[src/rtl/sad_row_gen.sv]
// SAD row generator: accumulates 16 candidate SADs (dx=0..15) for one search row per
// N_PIX beats and sweeps dy=0..15. Optional clamp when SAD_SATURATE_EN is defined.
module sad_row_gen #(
  parameter int unsigned PIX_W = 8,
  parameter int unsigned N_PIX = 16,
  parameter int unsigned SUM_W = 12
) (
  input  logic                 clk,
  input  logic                 rst,
  input  logic                 start,
  input  logic                 in_valid,
  output logic                 in_ready,
  input  logic [PIX_W-1:0]     cur_pix,
  input  logic [16*PIX_W-1:0]  ref_vec,
  output logic [SUM_W-1:0]     sum0,
  output logic [SUM_W-1:0]     sum1,
  output logic [SUM_W-1:0]     sum2,
  output logic [SUM_W-1:0]     sum3,
  output logic [SUM_W-1:0]     sum4,
  output logic [SUM_W-1:0]     sum5,
  output logic [SUM_W-1:0]     sum6,
  output logic [SUM_W-1:0]     sum7,
  output logic [SUM_W-1:0]     sum8,
  output logic [SUM_W-1:0]     sum9,
  output logic [SUM_W-1:0]     sum10,
  output logic [SUM_W-1:0]     sum11,
  output logic [SUM_W-1:0]     sum12,
  output logic [SUM_W-1:0]     sum13,
  output logic [SUM_W-1:0]     sum14,
  output logic [SUM_W-1:0]     sum15,
  output logic [3:0]           ctrl_wd,
  output logic                 enable,
  output logic                 busy,
  output logic                 done
);

  localparam int unsigned N_CAND = 16;
  localparam int unsigned BEAT_W = (N_PIX > 1) ? $clog2(N_PIX) : 1;
  localparam logic [BEAT_W-1:0] LAST_BEAT = BEAT_W'(N_PIX - 1);

  typedef enum logic [1:0] {IDLE, ACC, DONE} state_t;

  state_t            state;
  logic [BEAT_W-1:0] beat;
  logic [3:0]        row;
  logic [SUM_W-1:0]  diff     [N_CAND];
  logic [SUM_W-1:0]  acc_next [N_CAND];
  logic [SUM_W-1:0]  acc      [N_CAND];
  logic [SUM_W-1:0]  sum_q    [N_CAND];
`ifdef SAD_SATURATE_EN
  logic [SUM_W:0]    acc_wide [N_CAND];
`endif

  // Per-candidate absolute difference and the accumulator value after this beat
  always_comb begin
    for (int i = 0; i < N_CAND; i++) begin
      diff[i] = (cur_pix >= ref_vec[i*PIX_W +: PIX_W])
              ? SUM_W'(cur_pix - ref_vec[i*PIX_W +: PIX_W])
              : SUM_W'(ref_vec[i*PIX_W +: PIX_W] - cur_pix);
`ifdef SAD_SATURATE_EN
      acc_wide[i] = {1'b0, acc[i]} + {1'b0, diff[i]};
      acc_next[i] = acc_wide[i][SUM_W] ? {SUM_W{1'b1}} : acc_wide[i][SUM_W-1:0];
`else
      acc_next[i] = acc[i] + diff[i];
`endif
    end
  end

  // Control FSM, counters, accumulators and registered outputs
  always_ff @(posedge clk or posedge rst) begin
    if (rst) begin
      state    <= IDLE;
      beat     <= '0;
      row      <= '0;
      ctrl_wd  <= '0;
      enable   <= 1'b0;
      done     <= 1'b0;
      busy     <= 1'b0;
      in_ready <= 1'b0;
      for (int i = 0; i < N_CAND; i++) begin
        acc[i]   <= '0;
        sum_q[i] <= '0;
      end
    end else begin
      enable <= 1'b0;
      done   <= 1'b0;
      case (state)
        IDLE: begin
          if (start) begin
            state    <= ACC;
            in_ready <= 1'b1;
            busy     <= 1'b1;
          end
        end
        ACC: begin
          if (in_valid && in_ready) begin
            if (beat == LAST_BEAT) begin
              for (int i = 0; i < N_CAND; i++) begin
                sum_q[i] <= acc_next[i];
                acc[i]   <= '0;
              end
              ctrl_wd <= row;
              beat    <= '0;
              row     <= row + 4'd1;
              enable  <= 1'b1;
              if (row == 4'd15) begin
                state    <= DONE;
                in_ready <= 1'b0;
              end
            end else begin
              for (int i = 0; i < N_CAND; i++) acc[i] <= acc_next[i];
              beat <= beat + BEAT_W'(1);
            end
          end
        end
        DONE: begin
          state <= IDLE;
          busy  <= 1'b0;
          done  <= 1'b1;
        end
        default: state <= IDLE;
      endcase
    end
  end

  assign sum0  = sum_q[0];
  assign sum1  = sum_q[1];
  assign sum2  = sum_q[2];
  assign sum3  = sum_q[3];
  assign sum4  = sum_q[4];
  assign sum5  = sum_q[5];
  assign sum6  = sum_q[6];
  assign sum7  = sum_q[7];
  assign sum8  = sum_q[8];
  assign sum9  = sum_q[9];
  assign sum10 = sum_q[10];
  assign sum11 = sum_q[11];
  assign sum12 = sum_q[12];
  assign sum13 = sum_q[13];
  assign sum14 = sum_q[14];
  assign sum15 = sum_q[15];

endmodule

[config.mk]
export PLATFORM = sky130hd
export DESIGN_NAME = sad_row_gen
export DESIGN_NICKNAME = d
export VERILOG_FILES = /design/src/rtl/sad_row_gen.sv
export SDC_FILE = /design/constraint.sdc
export NUM_CORES = 2
export LEC_CHECK = 0
export CORE_ASPECT_RATIO = 1.75
export CORE_MARGIN = 2
export CORE_UTILIZATION = 38
export DETAILED_ROUTE_END_ITERATION = 10
export PLACE_DENSITY_LB_ADDON = 0.12
export SLEW_MARGIN = 40
export SYNTH_ARGS = -nofsm -noshare
export SYNTH_HDL_FRONTEND = slang
export SYNTH_SLANG_ARGS = --single-unit
[constraint.sdc]
create_clock -name clk -period 26.1 [get_ports clk]
set_input_delay 5.22 -clock clk [delete_from_list [all_inputs] [get_ports clk]]
set_output_delay 5.22 -clock clk [all_outputs]
set_load 0.1 [all_outputs]
== Word level (Yosys, flattened, before mapping) ==
Index checks and enable logic that the tools add are counted.
W data, S select, Z words.

* Reductions and logical operators: 9
* Add/sub/neg operators: 50
* Mux-type cells: 33
* $lt $le $gt $ge: 16
* Equal/unequal tests: 8

{| class="wikitable"
|+ Operators by type and width
! operator !! count
|-
| $sub A8 B8 Y9 || 32
|-
| $add A12 B12 Y12 || 16
|-
| $mux W12 || 16
|-
| $mux W192 || 1
|-
| $ge A8 B8 Y1 || 16
|-
| $add A4 B1 Y4 const B || 2
|-
| $eq A4 B4 Y1 const B || 2
|-
| $mux W1 || 8
|-
| $mux W2 || 4
|-
| $ne A2 B2 Y1 const B || 4
|-
| $reduce_and A5 Y1 || 1
|-
| $mux W4 || 1
|-
| $pmux W1 S2 || 2
|-
| $pmux W2 S2 || 1
|-
| $reduce_and A2 Y1 || 2
|-
| $reduce_and A4 Y1 || 1
|-
| $reduce_bool A2 Y1 || 2
|-
| $reduce_and A3 Y1 || 1
|-
| $eq A2 B1 Y1 const B || 1
|-
| $eq A2 B2 Y1 const B || 1
|-
| $logic_not A2 Y1 || 1
|-
| $logic_and A1 B1 Y1 || 1
|}

* Word-level logic and storage cells: 156
* Flip-flop bits (word level): 402
* Input bits: 140

== Longest topological paths before layout ==
* Depth after elaboration: 5
* Mapped depth: 20
* Depth with buffers taken out: 19

== Worst setup path after synthesis ==
Ideal clock, no wire load.

* Path type: in2reg
* From: input cur_pix[1]
* To: register sum_q, in the netlist sum1[11]
* Slack: 16.023 ns
* Stages on the path: 19
* Buffers on the path: 1
* Library setup time: 0.095 ns
* Data arrival time: 9.982 ns
* Cells stage by stage: inv_1 -> ha_1 -> nor2b_1 -> o211a_1 -> o21ai_1 -> a21oi_1 -> a21o_1 -> buf_2 -> mux2_1 -> a211oi_1 -> xnor2_1 -> ha_1 -> a21o_1 -> a21o_1 -> a22o_1 -> o41ai_1 -> o21ai_0 -> and3_1 -> o31ai_1

* Word-level cells in the longest chain between the ends: 3

{| class="wikitable"
|+ Ends and longest elaborated chain
! item !! line !! text
|-
| from (decl) || 13 || <nowiki>input logic [PIX_W-1:0] cur_pix,</nowiki>
|-
| $sub A8 B8 Y9 (tied with other cells) || 59 || <nowiki>: SUM_W'(ref_vec[i*PIX_W +: PIX_W] - cur_pix);</nowiki>
|-
| $mux W12 * || 58 || <nowiki>? SUM_W'(cur_pix - ref_vec[i*PIX_W +: PIX_W])</nowiki>
|-
| $add A12 B12 Y12 * || 64 || <nowiki>acc_next[i] = acc[i] + diff[i];</nowiki>
|-
| to (signal, indexed assignment) || 99 || <nowiki>sum_q[i] <= acc_next[i];</nowiki>
|-
| to (decl) || 49 || <nowiki>logic [SUM_W-1:0] sum_q [N_CAND];</nowiki>
|}

Mark *: on every way between the ends. The rest lies on a longest branch, timed or not.
A chain may end at the register's enable or synchronous reset.

== Worst setup path in the final report ==
Ends and elaborated chain as after synthesis.

==> results.json <==
{
  "place_hpwl_mm": 77.4,
  "ys.flop_type": "dfrtp_1",
  "p_per_area_nw_per_um2": 49.3,
  "die_w_um": 227,
  "grt_max_degree": 167,
  "drv_cap": 0,
  "dpl_cell_area_um2": 36500,
  "firstDrtPassIters": 5,
  "seq_area_frac_synth_pct": 30.5,
  "start_util_pct": 38.4,
  "synth-xor-area-share_pct": 6.88,
  "io_buffer_count": 339,
  "htreeDepth": 2,
  "io_pins": 340,
  "ys_top_cells_by_area": "dfrtp_1, ha_1, nand2_1, xnor2_1, a21o_1",
  "slew_headroom_pct": 41.4,
  "clk_path_buf_depth": 3,
  "status": "finished, final reports clean",
  "finalHoldViolCount": 0,
  "core_area_um2": 85800,
  "postCtsSetupBuffers": 0,
  "vias": 27813,
  "first_global_vias": 28637,
  "synth.mux.area_fraction_pct": 3.32,
  "cp_max_fo": 17,
  "drc_errors": 0,
  "irDropWorstVdd_mv": 0.0434,
  "netlist-cell-type-count": 86,
  "synth_fa_ha_area_share_pct": 19.4,
  "grt_overflow_total": 0,
  "worst_slew_pin_slew_ns": 0.880,
  "avgSynthCellArea_um2": 8.95,
  "regMostFlops": "acc",
  "path_clk_slew_ns": 0.06,
  "yosys.area_share.simple_pct": 14.3,
  "wl_per_cell_um": 20.8,
  "rsz0062_at_grt": "false",
  "synthCells": 3683,
  "nNetsFinal": 4585,
  "synth_compound_area_share_pct": 21.1,
  "fp-row-count": 142,
  "syn2layout_area_growth_pct": 15.5,
  "async_reset_ff_share_pct": 100,
  "hp-class": "flop to flop",
  "drive_above_1_share_pct": 10.2,
  "clock_skew_ns": 0.0164,
  "crit_path_end_kind": "flop",
  "grt_first_pass_wirelength_mm": 165,
  "synth.top_cell.area_share_pct": 30.5,
  "insertion_delay_ns": 0.61,
  "period_share_pct": 39.4,
  "place_congestion": 0.907,
  "fin_area_um2": 38100,
  "antenna_left": 0,
  "cts-hold-fix-buffers": 0,
  "cts_buffers": 44,
  "die_height_um": 394,
  "die-area_um2": 89200,
  "crit_required_ns": 26.61,
  "cp.arrival_ns": 10.79,
  "tritoncts": "done",
  "fillCellCount": 8622,
  "p_leak_nw": 20.1,
  "syn_area_um2": 33000,
  "largest_reg_flops": 192,
  "totalWireLength_mm": 107,
  "yosysTopAreaCell": "dfrtp_1",
  "fmax_mhz": 97.3,
  "grt_use_met3_pct": 3.82,
  "crit_type": "input pin to flop",
  "start_kind": "input pin",
  "met2_usage_pct": 42.7,
  "cts.sinks": 402,
  "via_per_inst": 5.39,
  "setup_viol": 0,
  "synth_top_family_by_area": "compound AO/OA/AOI/OAI gates",
  "use_met1_pct": 28.7,
  "top_usage_layer": "met2",
  "syn_nets": 4305,
  "drt-initial-drc-count": 1414,
  "synth_edf_count": 0,
  "final_max_slew_viol_count": 0,
  "fin_setup_tns_ns": 0,
  "ys_seq_elements": 402,
  "antenna_found_initial": 16,
  "track_usage_pct": 24.0,
  "layout_min_cycle_time_ns": 10.28,
  "ctsResizeCount": 0,
  "multiInputGateArea_um2": 21500,
  "yosysWarnings": 0,
  "root_buffer": "clkbuf_16",
  "seqCellArea_um2": 10100
}
[metal layers]
metal	wire length, um	vias up
met4	4330	14
met2	53500	564
met3	4750	187
met5	87	-
li1	-	13533
met1	44800	13515
[cells by family (layout without fill, tap and decap cells)]
family / count (synthesis) / count (layout)
simple gates: 1063 / 1063
flops: 402 / 402
other cells: 0 / 10
compound gates: 1000 / 1000
mux: 104 / 104
fa+ha+maj: 482 / 482
buf+inv: 375 / 689
xor+xnor: 257 / 257
[Yosys cell counts, types with 7 or more instances]
library cell and number:
nand2_1 628, nor3_1 73, inv_1 246, a41oi_1 14, a31oi_1 42, and2_1 18, nand3_1 62, fa_1 48
a21o_1 164, o2111ai_1 11, o21ai_0 212, o21ai_1 11, or3_1 29, a22o_1 121, buf_1 7, and4_1 16
xnor2_1 200, a221oi_1 8, buf_2 21, mux2i_1 64, nor2b_1 31, o31ai_1 9, nand2b_1 24, a21oi_1 172
o31a_1 12, o211ai_1 21, a21boi_0 12, ha_1 434, clkbuf_1 95, and3_1 18, mux2_2 38, a211oi_1 35
nand4_1 16, o21a_1 27, dfrtp_1 402, a2111o_1 13, nor2_1 122, o21bai_1 43, xor2_1 55
[worst max-delay path: stages]
cell	delay (ns)
buf_4	0.22
inv_2	0.55
buf_4	0.46
ha_1	0.33
nor2b_1	0.15
o211a_1	0.21
o21ai_1	0.31
a21oi_1	0.20
a21o_1	0.35
mux2_1	0.36
a211oi_1	0.27
xnor2_1	0.15
ha_1	0.30
a21o_1	0.20
a21o_1	0.17
a22o_1	0.24
o41ai_1	0.30
o21ai_0	0.26
and3_1	0.25
o31ai_1	0.21
[path summary, 6_finish.rpt]
kind,start,endpoint,slack (ns),depth (start not counted)
max,cur_pix[1],sum1[11]$_DFFE_PP0P_,15.82,20
min,sum3[1]$_DFFE_PP0P_,sum3[1]$_DFFE_PP0P_,0.47,2
max reg2reg,state[0]$_DFFE_PP0P_,sum13[1]$_DFFE_PP0P_,22.47,7
min reg2reg,sum3[1]$_DFFE_PP0P_,sum3[1]$_DFFE_PP0P_,0.47,2
max in group asynchronous,rst,sum5[7]$_DFFE_PP0P_,18.66,5
min in group asynchronous,rst,enable$_DFF_PP0_,5.13,2
[metrics by stage]
step / hold WS, ns / power [mW] / setup WS (ns) / util, % / cells
floorplan: 0.450 / 1.04 / 9.70 / - / 3683
global placement: 0.458 / 1.20 / 15.33 / 43.6 / 5068
detailed placement: 0.457 / 1.20 / 15.23 / 42.5 / 5068
CTS: 0.473 / 1.90 / 15.86 / 44.3 / 5148
global route: 0.490 / 1.98 / 15.46 / 44.4 / 5155
finish: 0.468 / 1.88 / 15.82 / 44.4 / 5159
[layout make-up]
class | instances | share of cell area [%]
repair buffers | 361 | 6.78
well taps | 1152 | 3.79
clock inverters | 22 | 0.753
diodes | 10 | 0.0657
flip-flops and latches | 402 | 26.4
clock buffers | 58 | 3.30
multi-input cells | 2906 | 56.4
inverters | 248 | 2.48
[power by group]
part | total [mW] | internal (mW) | leakage (nW) | switching, mW
sequential | 0.623 | 0.623 | 5.55 | 0.0000544
combinational | 0.564 | 0.230 | 13.8 | 0.333
clock | 0.689 | 0.399 | 0.732 | 0.291
[layout by cell type (no fill, tap or decap), types with 35 or more instances in the layout]
cell,Yosys,routed
nand3_1,62,60
o21ai_0,212,212
dfrtp_1,402,402
ha_1,434,434
mux2i_1,64,64
inv_1,246,237
mux2_2,38,38
fa_1,48,48
a211oi_1,35,35
o21bai_1,43,43
xnor2_1,200,200
clkbuf_16,0,45
xor2_1,55,55
a31oi_1,42,42
buf_2,21,205
a21o_1,164,164
nand2_1,628,626
clkdlybuf4s50_1,0,131
nor2_1,122,121
nor3_1,73,73
a22o_1,121,121
a21oi_1,172,172
(Power assumes the default switching activity.)
